`src/rtl/xresult_fmt.sv`:
```
// xresult_fmt
//   Converts the calculator's W-bit two's-complement result into a sign flag
//   plus ND BCD digits, then replays the value as a key-code stream
//   (10 plus / 11 minus, digits 0-9 MSD first, 14 enter). The operation
//   block can consume that stream to chain the result as its next operand.
//
//   Conversion is a sequential shift-add-3 (double dabble) engine, one bit
//   per clock. The stream uses a valid/ready handshake.
//
// Ports
//   clk         system clock, rising edge
//   rst         asynchronous active-high reset
//   start       conversion request, sampled only while idle
//   data_in     signed value to convert, captured on the start-accept edge
//   busy        high from the cycle after accept until enter (14) transfers
//   done        one-cycle pulse when negative/digits are updated
//   negative    sign of the captured value
//   digits      ND BCD digits, most-significant nibble = most-significant digit
//   code        current stream key code
//   code_valid  code is valid
//   code_ready  consumer accepts code
module xresult_fmt #(
    parameter int unsigned W        = 11,
    parameter int unsigned ND       = 4,
    parameter bit          SUPPRESS = 1'b1
) (
    input  logic            clk,
    input  logic            rst,
    input  logic            start,
    input  logic [W-1:0]    data_in,
    output logic            busy,
    output logic            done,
    output logic            negative,
    output logic [4*ND-1:0] digits,
    output logic [3:0]      code,
    output logic            code_valid,
    input  logic            code_ready
);

    localparam int unsigned CW = $clog2(W + 1);
    localparam int unsigned IW = (ND > 1) ? $clog2(ND) : 1;

    localparam logic [3:0] CodePlus  = 4'd10;
    localparam logic [3:0] CodeMinus = 4'd11;
    localparam logic [3:0] CodeEnter = 4'd14;

    typedef enum logic [1:0] {StIdle, StConv, StEmit} state_t;
    typedef enum logic [1:0] {PhSign, PhDigit, PhEnter} phase_t;

    state_t          state_q;
    phase_t          phase_q;
    logic [4*ND-1:0] bcd_q;
    logic [W-1:0]    mag_q;
    logic [CW-1:0]   cnt_q;
    logic            sign_q;
    logic [IW-1:0]   idx_q;

    logic [4*ND-1:0] bcd_adj;
    logic [4*ND-1:0] bcd_next;
    logic [W-1:0]    mag_next;
    logic [IW-1:0]   first_idx;
    logic [3:0]      cur_nib;
    logic [3:0]      nxt_nib;

    // One double-dabble iteration: add 3 to every nibble >= 5, then shift the
    // whole {bcd, mag} register left by one.
    always_comb begin
        bcd_adj = bcd_q;
        for (int unsigned i = 0; i < ND; i++) begin
            if (bcd_q[4*i +: 4] >= 4'd5) begin
                bcd_adj[4*i +: 4] = bcd_q[4*i +: 4] + 4'd3;
            end
        end
        {bcd_next, mag_next} = {bcd_adj, mag_q} << 1;
    end

    // Index of the first digit to send. With suppression this is the highest
    // non-zero nibble of the final result (0 when the value is zero, so a
    // single "0" is still sent). Evaluated on the final iteration's result.
    always_comb begin
        first_idx = '0;
        if (SUPPRESS) begin
            for (int unsigned i = 0; i < ND; i++) begin
                if (bcd_next[4*i +: 4] != 4'd0) begin
                    first_idx = IW'(i);
                end
            end
        end else begin
            first_idx = IW'(ND - 1);
        end
    end

    // Current digit and the one below it, selected from the held result.
    always_comb begin
        cur_nib = '0;
        nxt_nib = '0;
        for (int unsigned i = 0; i < ND; i++) begin
            if (IW'(i) == idx_q) begin
                cur_nib = digits[4*i +: 4];
            end
            if (IW'(i) == idx_q - IW'(1)) begin
                nxt_nib = digits[4*i +: 4];
            end
        end
    end

    always_ff @(posedge clk or posedge rst) begin
        if (rst) begin
            state_q    <= StIdle;
            phase_q    <= PhSign;
            bcd_q      <= '0;
            mag_q      <= '0;
            cnt_q      <= '0;
            sign_q     <= 1'b0;
            idx_q      <= '0;
            busy       <= 1'b0;
            done       <= 1'b0;
            negative   <= 1'b0;
            digits     <= '0;
            code       <= '0;
            code_valid <= 1'b0;
        end else begin
            done <= 1'b0;
            unique case (state_q)
                StIdle: begin
                    if (start) begin
                        sign_q  <= data_in[W-1];
                        // -(-2^(W-1)) wraps to 2^(W-1), which is the correct
                        // unsigned magnitude, so no overflow handling needed.
                        mag_q   <= data_in[W-1] ? (~data_in + W'(1)) : data_in;
                        bcd_q   <= '0;
                        cnt_q   <= CW'(W);
                        busy    <= 1'b1;
                        state_q <= StConv;
                    end
                end

                StConv: begin
                    bcd_q <= bcd_next;
                    mag_q <= mag_next;
                    cnt_q <= cnt_q - CW'(1);
                    if (cnt_q == CW'(1)) begin
                        negative <= sign_q;
                        digits   <= bcd_next;
                        idx_q    <= first_idx;
                        done     <= 1'b1;
                        state_q  <= StEmit;
                    end
                end

                StEmit: begin
                    if (!code_valid) begin
                        // First EMIT cycle: present the sign code.
                        code_valid <= 1'b1;
                        code       <= negative ? CodeMinus : CodePlus;
                        phase_q    <= PhSign;
                    end else if (code_ready) begin
                        unique case (phase_q)
                            PhSign: begin
                                code    <= cur_nib;
                                phase_q <= PhDigit;
                            end
                            PhDigit: begin
                                if (idx_q == '0) begin
                                    code    <= CodeEnter;
                                    phase_q <= PhEnter;
                                end else begin
                                    code  <= nxt_nib;
                                    idx_q <= idx_q - IW'(1);
                                end
                            end
                            PhEnter: begin
                                code       <= '0;
                                code_valid <= 1'b0;
                                busy       <= 1'b0;
                                state_q    <= StIdle;
                            end
                            default: begin
                                phase_q <= PhSign;
                            end
                        endcase
                    end
                end

                default: begin
                    state_q <= StIdle;
                end
            endcase
        end
    end

endmodule

```
`config.mk`:
```
export PLATFORM = sky130hd
export DESIGN_NAME = xresult_fmt
export DESIGN_NICKNAME = d
export VERILOG_FILES = /design/src/rtl/xresult_fmt.sv
export SDC_FILE = /design/constraint.sdc
export NUM_CORES = 1
export LEC_CHECK = 0
export ABC_AREA = 1
export CORE_UTILIZATION = 35
export CTS_BUF_LIST = sky130_fd_sc_hd__clkbuf_4
export CTS_CLUSTER_DIAMETER = 30
export CTS_CLUSTER_SIZE = 40
export DETAILED_ROUTE_END_ITERATION = 10
export GPL_ROUTABILITY_DRIVEN = 0
export PLACE_DENSITY_LB_ADDON = 0.08
export SLEW_MARGIN = 20
export SYNTH_ARGS = -nofsm -noshare
export SYNTH_HDL_FRONTEND = slang
export SYNTH_SLANG_ARGS = --single-unit
```
`constraint.sdc`:
```
create_clock -name clk -period 3 [get_ports clk]
set_input_delay 0.3 -clock clk [delete_from_list [all_inputs] [get_ports clk]]
set_output_delay 0.3 -clock clk [all_outputs]
set_load 0.01 [all_outputs]
```
## After elaboration in Yosys (flattened, before gate mapping)

Cells that the tools add are included.

| word-level totals | value |
|---|---|
| flip-flop bits (word level) | 62 |
| input bits | 15 |
| output and inout port bits | 24 |
| logic and storage cells | 118 |

| cells by class | value |
|---|---|
| add/subtract/negate cells | 7 |
| $lt $le $gt $ge | 4 |
| equal/unequal tests | 22 |
| muxes and demuxes | 53 |
| bitwise logic cells | 1 |
| reduce and logical (&&, ||, !) cells | 18 |

Operators with widths:

| cell | number |
|---|---|
| $mux 4 | 15 |
| $pmux 16 s2 | 1 |
| $mux 2 | 15 |
| $mux 11 | 2 |
| $pmux 11 s2 | 1 |
| $ge 4x3->1 const B | 4 |
| $mux 16 | 1 |
| $ne 2x2->1 const B | 7 |
| $add 4x2->4 const B | 3 |
| $pmux 2 s3 | 2 |
| $pmux 4 s3 | 1 |
| $reduce_bool 4->1 | 3 |
| $add 11x1->11 const B | 1 |
| $mux 1 | 11 |
| $not 11->11 | 1 |
| $reduce_and 5->1 | 2 |
| $eq 2x2->1 const A | 4 |
| $logic_not 2->1 | 4 |
| $pmux 4 s2 | 1 |
| $reduce_and 2->1 | 3 |
| $reduce_and 6->1 | 1 |
| $reduce_bool 2->1 | 3 |
| $eq 1x2->1 const A | 2 |
| $eq 2x1->1 const B | 2 |
| 13 further kinds | 15 |

## Logic depth before layout (Yosys ltp)

Gate-level depths: netlist of the first run.

| logic depth | value |
|---|---|
| depth after elaboration | 10 |
| mapped depth | 13 |
| mapped depth without buffers | 13 |

## Worst setup path after synthesis of the first run

Ideal clock, no wire load.

| path | value |
|---|---|
| kind | register to register |
| start point | register idx_q[0] |
| end point | register code[2] |
| setup time | 0.065 ns |
| data arrival time | 1.445 ns |
| required time | 2.935 ns |
| path slack | 1.490 ns |
| stages on the path, launching flop included | 10 |
| buffers on the path | 1 |
| period minus slack after synthesis | 1.510 ns |
| cell sequence | dfrtp_1 > inv_1 > ha_1 > inv_1 > buf_6 > o21ai_0 > a31o_2 > a21oi_1 > nand2_1 > nand2_1 |

| between the ends | value |
|---|---|
| cells in the longest elaborated chain, start to end | 10 |
| elaborated cells between the ends (all ways) | 21 |
| classes of those cells | 1 x add/sub; 6 x eq/ne; 12 x mux; 2 x reduce/logical |

Ends and longest elaborated chain:

| what | RTL line | RTL |
|---|---|---|
| from (decl) | 56 | `logic [IW-1:0] idx_q;` |
| from (signal assigned) | 145 | `idx_q <= first_idx;` |
| from (signal assigned) | 169 | `idx_q <= idx_q - IW'(1);` |
| $sub 2x1->2 | 101 | `if (IW'(i) == idx_q - IW'(1)) begin` |
| $logic_not 2->1 | 101 |  |
| $mux 4 (4 in a row) | 101 |  |
| $mux 4 | 164 | `if (idx_q == '0) begin` |
| $pmux 4 s3 * | 158 | `unique case (phase_q)` |
| $mux 4 * | 157 | `end else if (code_ready) begin` |
| $mux 4 * | 152 | `if (!code_valid) begin` |
| to (signal assigned) | 155 | `code <= negative ? CodeMinus : CodePlus;` |
| to (signal assigned) | 160 | `code <= cur_nib;` |
| to (signal assigned) | 165 | `code <= CodeEnter;` |
| to (decl) | 35 | `output logic [3:0] code,` |

Every way passes the cells marked *; elsewhere a longest branch is shown, timed or not. The select of a mux whose other input is x is not followed.
A chain may end at the register's enable or synchronous reset.

## Worst setup path in the final report of the first run

| path | value |
|---|---|
| start point | register code_valid |
| end point | output port code_valid |

RTL lines:

| what | RTL line | RTL |
|---|---|---|
| from (decl) | 36 | `output logic code_valid,` |
| from (signal assigned) | 121 | `code_valid <= 1'b0;` |
| from (signal assigned) | 154 | `code_valid <= 1'b1;` |
| from (signal assigned) | 174 | `code_valid <= 1'b0;` |

No word-level cell between the ends.

==> flow_metrics.env, run 1 <==
export IMPL_drt_pass1_iterations=5
export IMPL_grt_pass1_wl_mm=14.4
export IMPL_detail_route_antenna_nets=0
export IMPL_critPathKind="register to output port"
export IMPL_track_usage_pct=17.9
export IMPL_crit_buf_inv=1
export IMPL_cp_data_required_time_ps=2700
export IMPL_crit_path_end_kind="output port"
export IMPL_synth_edf_count=0
export IMPL_power_density_nw_per_um2=1070
export IMPL_cts_repair_resized=0
export IMPL_placementRows=36
export IMPL_yosys_area_top_type="dfrtp_1"
export IMPL_ios=39
export IMPL_setup_ws_ps=1170
export IMPL_maxSlewViolCount=0
export IMPL_final_util_pct=43.0
export IMPL_setup_tns_ps=0
export IMPL_worstPathCellList="clkdlybuf4s50_1"
export IMPL_coreArea_sq_um=9820
export IMPL_antenna_found_initial=0
export IMPL_skew_ps=13.7
export IMPL_synth_top_family_by_area="simple AND/OR/NAND/NOR gates"
export IMPL_synthMuxAreaShare_pct=0
export IMPL_cpLargestDelayFamily="buffers and inverters"
export IMPL_drt_initial_drc_count=155
export IMPL_synth_xor_area_share_pct=1.71
export IMPL_crit_arrival_ps=1530
export IMPL_synth_distinct_cells=31
export IMPL_dieArea_sq_um=10600
export IMPL_hpwlAfterDp_mm=6.41
export IMPL_layout_cells_non_filler=632
export IMPL_start_util_pct=36.4
export IMPL_post_place_ws_ps=1070
export IMPL_crit_path_top_delay_cell="clkdlybuf4s50_1"
export IMPL_grt_ovfl_total=0
export IMPL_viasPerCell=4.98
export IMPL_layout_nets=530
export IMPL_port_buffers=38
export IMPL_synth_avg_cell_area_sq_um=7.84
export IMPL_clock_sinks=62
export IMPL_netlist_area_sq_um=3580
export IMPL_yosys_area_share_simple_pct=21.8
export IMPL_clock_path_buffers=2
export IMPL_drive_above_1_share_pct=4.81
export IMPL_worstMarginPinSlew_ps=811
export IMPL_die_w_microns=103
export IMPL_fmax_mhz=547
export IMPL_syn2layout_area_growth_pct=18.1
export IMPL_hold_path_class="input pin to async pin"
export IMPL_syn_num_nets=492
export IMPL_cts_tree="yes"
export IMPL_maxCapViolations=0
export IMPL_postCtsSetupBuffers=0
export IMPL_wirelength_mm=8.57
export IMPL_slowest_delay_ps=600
export IMPL_synth_cells=456
export IMPL_leakage_uw=0.00204
export IMPL_synthFlopType="dfrtp_1"
export IMPL_die_height_microns=103
export IMPL_peakVddDrop_v=0.000358
export IMPL_cts_root_buf="clkbuf_4"
export IMPL_dp_cells=616
export IMPL_vias=3146
export IMPL_status="completed"
export IMPL_crit_fanout=10
export IMPL_insertion_delay_ps=410
export IMPL_drc_errors=0
export IMPL_yosys_warnings=0
export IMPL_max_slew_margin_rel_pct=45.9
export IMPL_synth_compound_area_share_pct=17.2
export IMPL_async_flop_share_pct=100
export IMPL_post_drt_wl_per_cell_microns=13.6
export IMPL_ctsHoldBuffers=0
export IMPL_start_kind="register"
export IMPL_grt_pass1_vias=2899
export IMPL_hold_viol_final=0
export IMPL_yosysSeqAreaShare_pct=43.4
export IMPL_finalSetupViolCount=0
export IMPL_grt_max_degree=37
export IMPL_clk_pin_slew_worst_paths_ps=120
export IMPL_min_period_over_period_pct=60.9
export IMPL_antenna_cells=0
export IMPL_yosys_register_bits=62
export IMPL_cts_buffers=9
export IMPL_rsz0062_at_grt="false"
export IMPL_htree_levels=3
export IMPL_yosys_area_share_adder_pct=7.35
export IMPL_period_minus_slack_ps=1830
export IMPL_fillers=1028
export IMPL_synth_top_cell_area_share_pct=43.4
export IMPL_synthTopCellsByArea="dfrtp_1 43%, nand2_1 12%, ha_1 7.3%, inv_1 6.1%, o21ai_0 5.2%"
## report_power, final
part,total [uW],internal (uW),switching (uW)
clock,652,332,319
combinational,2340,905,1440
sequential,1530,1210,313
## through the flow
step	total power [uW]	area [sq um]	hold slack, ps
final	4520	4220	266
after global placement	3850	4070	465
after floorplan	3130	3580	453
after global routing	4970	4220	310
after CTS	4550	4220	268
after detailed placement	3880	4070	467
## final timing paths
path,cells after the start,end,from,slack [ps]
min reg2reg,2,code[2],code[2],490
min,2,code[0],rst,270
max,1,code_valid,code_valid,1170
min in group clk,2,code[2],code[2],490
max in group asynchronous,3,bcd_q[5],rst,2110
max reg2reg,9,code[0],idx_q[0],1200
## cell usage in the layout (no fill, tap or decap)
cell type	synthesis	routed
clkinv_1	0	2
o21ai_1	13	13
or2_1	1	1
a21boi_0	2	2
o22ai_1	14	14
o221ai_1	1	1
bufinv_16	0	2
o311ai_0	1	1
nand4_1	6	6
clkinv_2	0	1
nand3_2	1	1
nor2_1	28	28
nand2_4	1	1
a31o_2	1	1
a21oi_1	26	26
inv_1	58	57
nand2_1	116	116
a211oi_1	1	1
a22oi_1	10	10
nor2_4	2	2
o21bai_1	1	1
nor3_1	1	1
and2_1	1	1
nand3b_1	2	2
clkbuf_4	0	9
o21ai_0	37	37
inv_2	3	4
nand3_1	25	25
clkinv_4	0	1
xor2_1	7	7
clkinvlp_4	0	1
dfrtp_1	62	62
o211ai_1	2	2
clkdlybuf4s50_1	0	38
ha_1	21	21
buf_12	0	1
## logic make-up (layout without fill, tap and decap cells)
family	Yosys count	after routing
AOI/OAI and AO/OA	109	109
xor gates and xnor gates	7	7
adders and majority gates	21	21
buffers and inverters	73	116
DFF	62	62
and+or+nand+nor	184	184
## layer usage
metal,vias to the layer above,global-route usage (%),wire length (microns)
met4,0,6.72,155
met1,1467,24.8,4050
met5,-,0,0
li1,1578,-,-
met3,13,3.05,401
met2,88,28.1,3960
## Yosys cell counts (8+ instances only)
cell,instances
nand2_1,116
dfrtp_1,62
inv_1,58
o21ai_0,37
nor2_1,28
a21oi_1,26
nand3_1,25
ha_1,21
o22ai_1,14
o21ai_1,13
a22oi_1,10
buf_2,8
## layout make-up
| class | instances | area, sq um | share of cell area [%] |
|---|---|---|---|
| Clock buffer | 9 | 67.6 | 1.60 |
| Clock inverter | 7 | 88.8 | 2.10 |
| Tap cell | 133 | 166 | 3.94 |
| Multi-Input combinational cell | 321 | 1720 | 40.7 |
| Timing Repair Buffer | 39 | 400 | 9.48 |
| Inverter | 61 | 229 | 5.42 |
| Sequential cell | 62 | 1550 | 36.8 |
## sequential cells by signal, indices dropped and copies added (netlist names)
signal and cells:
bcd_q 16, busy 1, cnt_q 4, code 4
code_valid 1, digits 16, done 1, idx_q 2
mag_q 11, negative 1, phase_q 2, sign_q 1
state_q 2
Note: power is estimated with default switching activity, not from simulation.
==> run 2: changes to the inputs <==
clock period = 1.7 ns   (was 3 ns; I/O delays follow)
==> flow_metrics.env, run 2 (same netlist as run 1, synthesis figures left out) <==
export IMPL_critPathKind="register to output port"
export IMPL_reg_top3="bcd_q: 16 flops, digits: 16 flops, mag_q: 11 flops"
export IMPL_antenna_found_initial=0
export IMPL_cts_root_buf="clkbuf_4"
export IMPL_power_density_nw_per_um2=1890
export IMPL_viasPerCell=4.84
export IMPL_status="completed"
export IMPL_clock_sinks=62
export IMPL_drive_above_1_share_pct=11.5
export IMPL_min_period_over_period_pct=93.8
export IMPL_post_drt_wl_per_cell_microns=13.3
export IMPL_ctsHoldBuffers=0
export IMPL_track_usage_pct=17.7
export IMPL_start_kind="register"
export IMPL_final_cell_mix="113 x nand2_1, 62 x dfrtp_1, 51 x inv_1"
export IMPL_insertion_delay_ps=400
export IMPL_worstPathCellList="clkdlybuf4s50_1"
export IMPL_grt_max_degree=63
export IMPL_clk_pin_slew_worst_paths_ps=120
export IMPL_cts_tree="yes"
export IMPL_hpwlAfterDp_mm=6.44
export IMPL_leakage_uw=0.00216
export IMPL_fmax_mhz=627
export IMPL_worstMarginPinSlew_ps=363
export IMPL_cp_data_required_time_ps=1530
export IMPL_cpLargestDelayFamily="buffers and inverters"
export IMPL_maxCapViolations=0
export IMPL_ios=39
export IMPL_drt_initial_drc_count=125
export IMPL_layout_nets=553
export IMPL_port_buffers=38
export IMPL_cts_buffers=9
export IMPL_wirelength_mm=8.73
export IMPL_skew_ps=22.5
export IMPL_final_common_cell="nand2_1"
export IMPL_crit_arrival_ps=1420
export IMPL_finalSetupViolCount=0
export IMPL_grt_ovfl_total=0
export IMPL_drt_pass1_iterations=4
export IMPL_grt_pass1_wl_mm=14.3
export IMPL_slowest_delay_ps=570
export IMPL_syn2layout_area_growth_pct=24.1
export IMPL_antenna_cells=0
export IMPL_detail_route_antenna_nets=0
export IMPL_crit_path_top_delay_cell="clkdlybuf4s50_1"
export IMPL_vias=3167
export IMPL_coreArea_sq_um=9820
export IMPL_die_height_microns=103
export IMPL_max_slew_margin_rel_pct=75.8
export IMPL_final_cell_area_sq_um=4440
export IMPL_die_w_microns=103
export IMPL_dpl_cell_area_sq_um=4220
export IMPL_drc_errors=0
export IMPL_maxSlewViolCount=0
export IMPL_grt_pass1_vias=3063
export IMPL_hold_path_class="input pin to async pin"
export IMPL_htree_levels=3
export IMPL_setup_tns_ps=0
export IMPL_start_util_pct=36.4
export IMPL_crit_path_end_kind="output port"
export IMPL_crit_fanout=4
export IMPL_clock_path_buffers=2
export IMPL_placementRows=36
export IMPL_peakVddDrop_v=0.000703
export IMPL_crit_buf_inv=1
export IMPL_period_minus_slack_ps=1590
export IMPL_hold_viol_final=0
export IMPL_dieArea_sq_um=10600
run 2: worst paths after layout:
path                            startpoint         end  slack [ps]  depth (start not counted)
min in group clk                data_in[9]    mag_q[9]         420                          3
worst max-delay path            digits[14]  digits[14]         110                          1
max in group asynchronous              rst   digits[8]        1220                          3
worst min-delay path                   rst    bcd_q[1]         190                          3
worst max register to register    bcd_q[4]    idx_q[0]         140                         12
worst min register to register     code[0]     code[0]         490                          2
run 2: layer usage:
metal	GRT usage, %	vias up	share of wire [%]
met2	28.3	57	45
met4	5.42	0	1.1
met1	24.1	1472	50
li1	-	1630	-
met5	0	-	0
met3	3.86	8	3.4
run 2: cell type report:
| cell class | instances | area (sq um) |
|---|---|---|
| Multi-Input combinational cell | 321 | 1750 |
| Clock inverter | 6 | 76.3 |
| Sequential cell | 62 | 1550 |
| Inverter | 61 | 233 |
| Clock buffer | 10 | 75.1 |
| Tap cell | 133 | 166 |
| Fill cell | 1013 | 5380 |
| Timing Repair Buffer | 62 | 588 |
run 2: worst reg2reg max path, stage by stage (launching register included):
cell	delay, ps
dfrtp_1	390
buf_4	140
ha_1	180
nand2_1	120
nand3_1	110
nand2_1	80
nand2_1	70
nor2_1	110
nand2_1	60
nand2_1	60
nand2_1	50
nand2_1	50
nand2_1	40
run 2: power by group:
| part | leakage [uW] | switching [uW] | internal, uW |
|---|---|---|---|
| Combinational | 0.00131 | 2640 | 1930 |
| Sequential | 0.000767 | 538 | 2140 |
| Clock | 0.0000829 | 533 | 598 |
| Total | 0.00216 | 3710 | 4670 |
run 2: what timing repair did:
item | CTS | global route
resized for setup | 0 | 16
endpoints found under the setup margin | 0 | 7
setup buffers | 0 | 5
run 2: per-stage QoR:
step                util (%)  hold slack [ps]  total power, uW  cells  setup WS [ps]
finish                  45.2              192             8380    655            105
global route            45.2              173             9230    655          -19.3
CTS                     44.5              182             8270    650           15.2
detailed placement      42.9              473             7110    634          -7.29
global placement        42.9              467             7040    634           37.5
floorplan                  -              289             5520    456            190
==> run 3: changes to the inputs <==
SLEW_MARGIN = not set   (was 20)
==> results of run 3 <==
The final DEF is identical to that of run 2; final timing and power are the same.
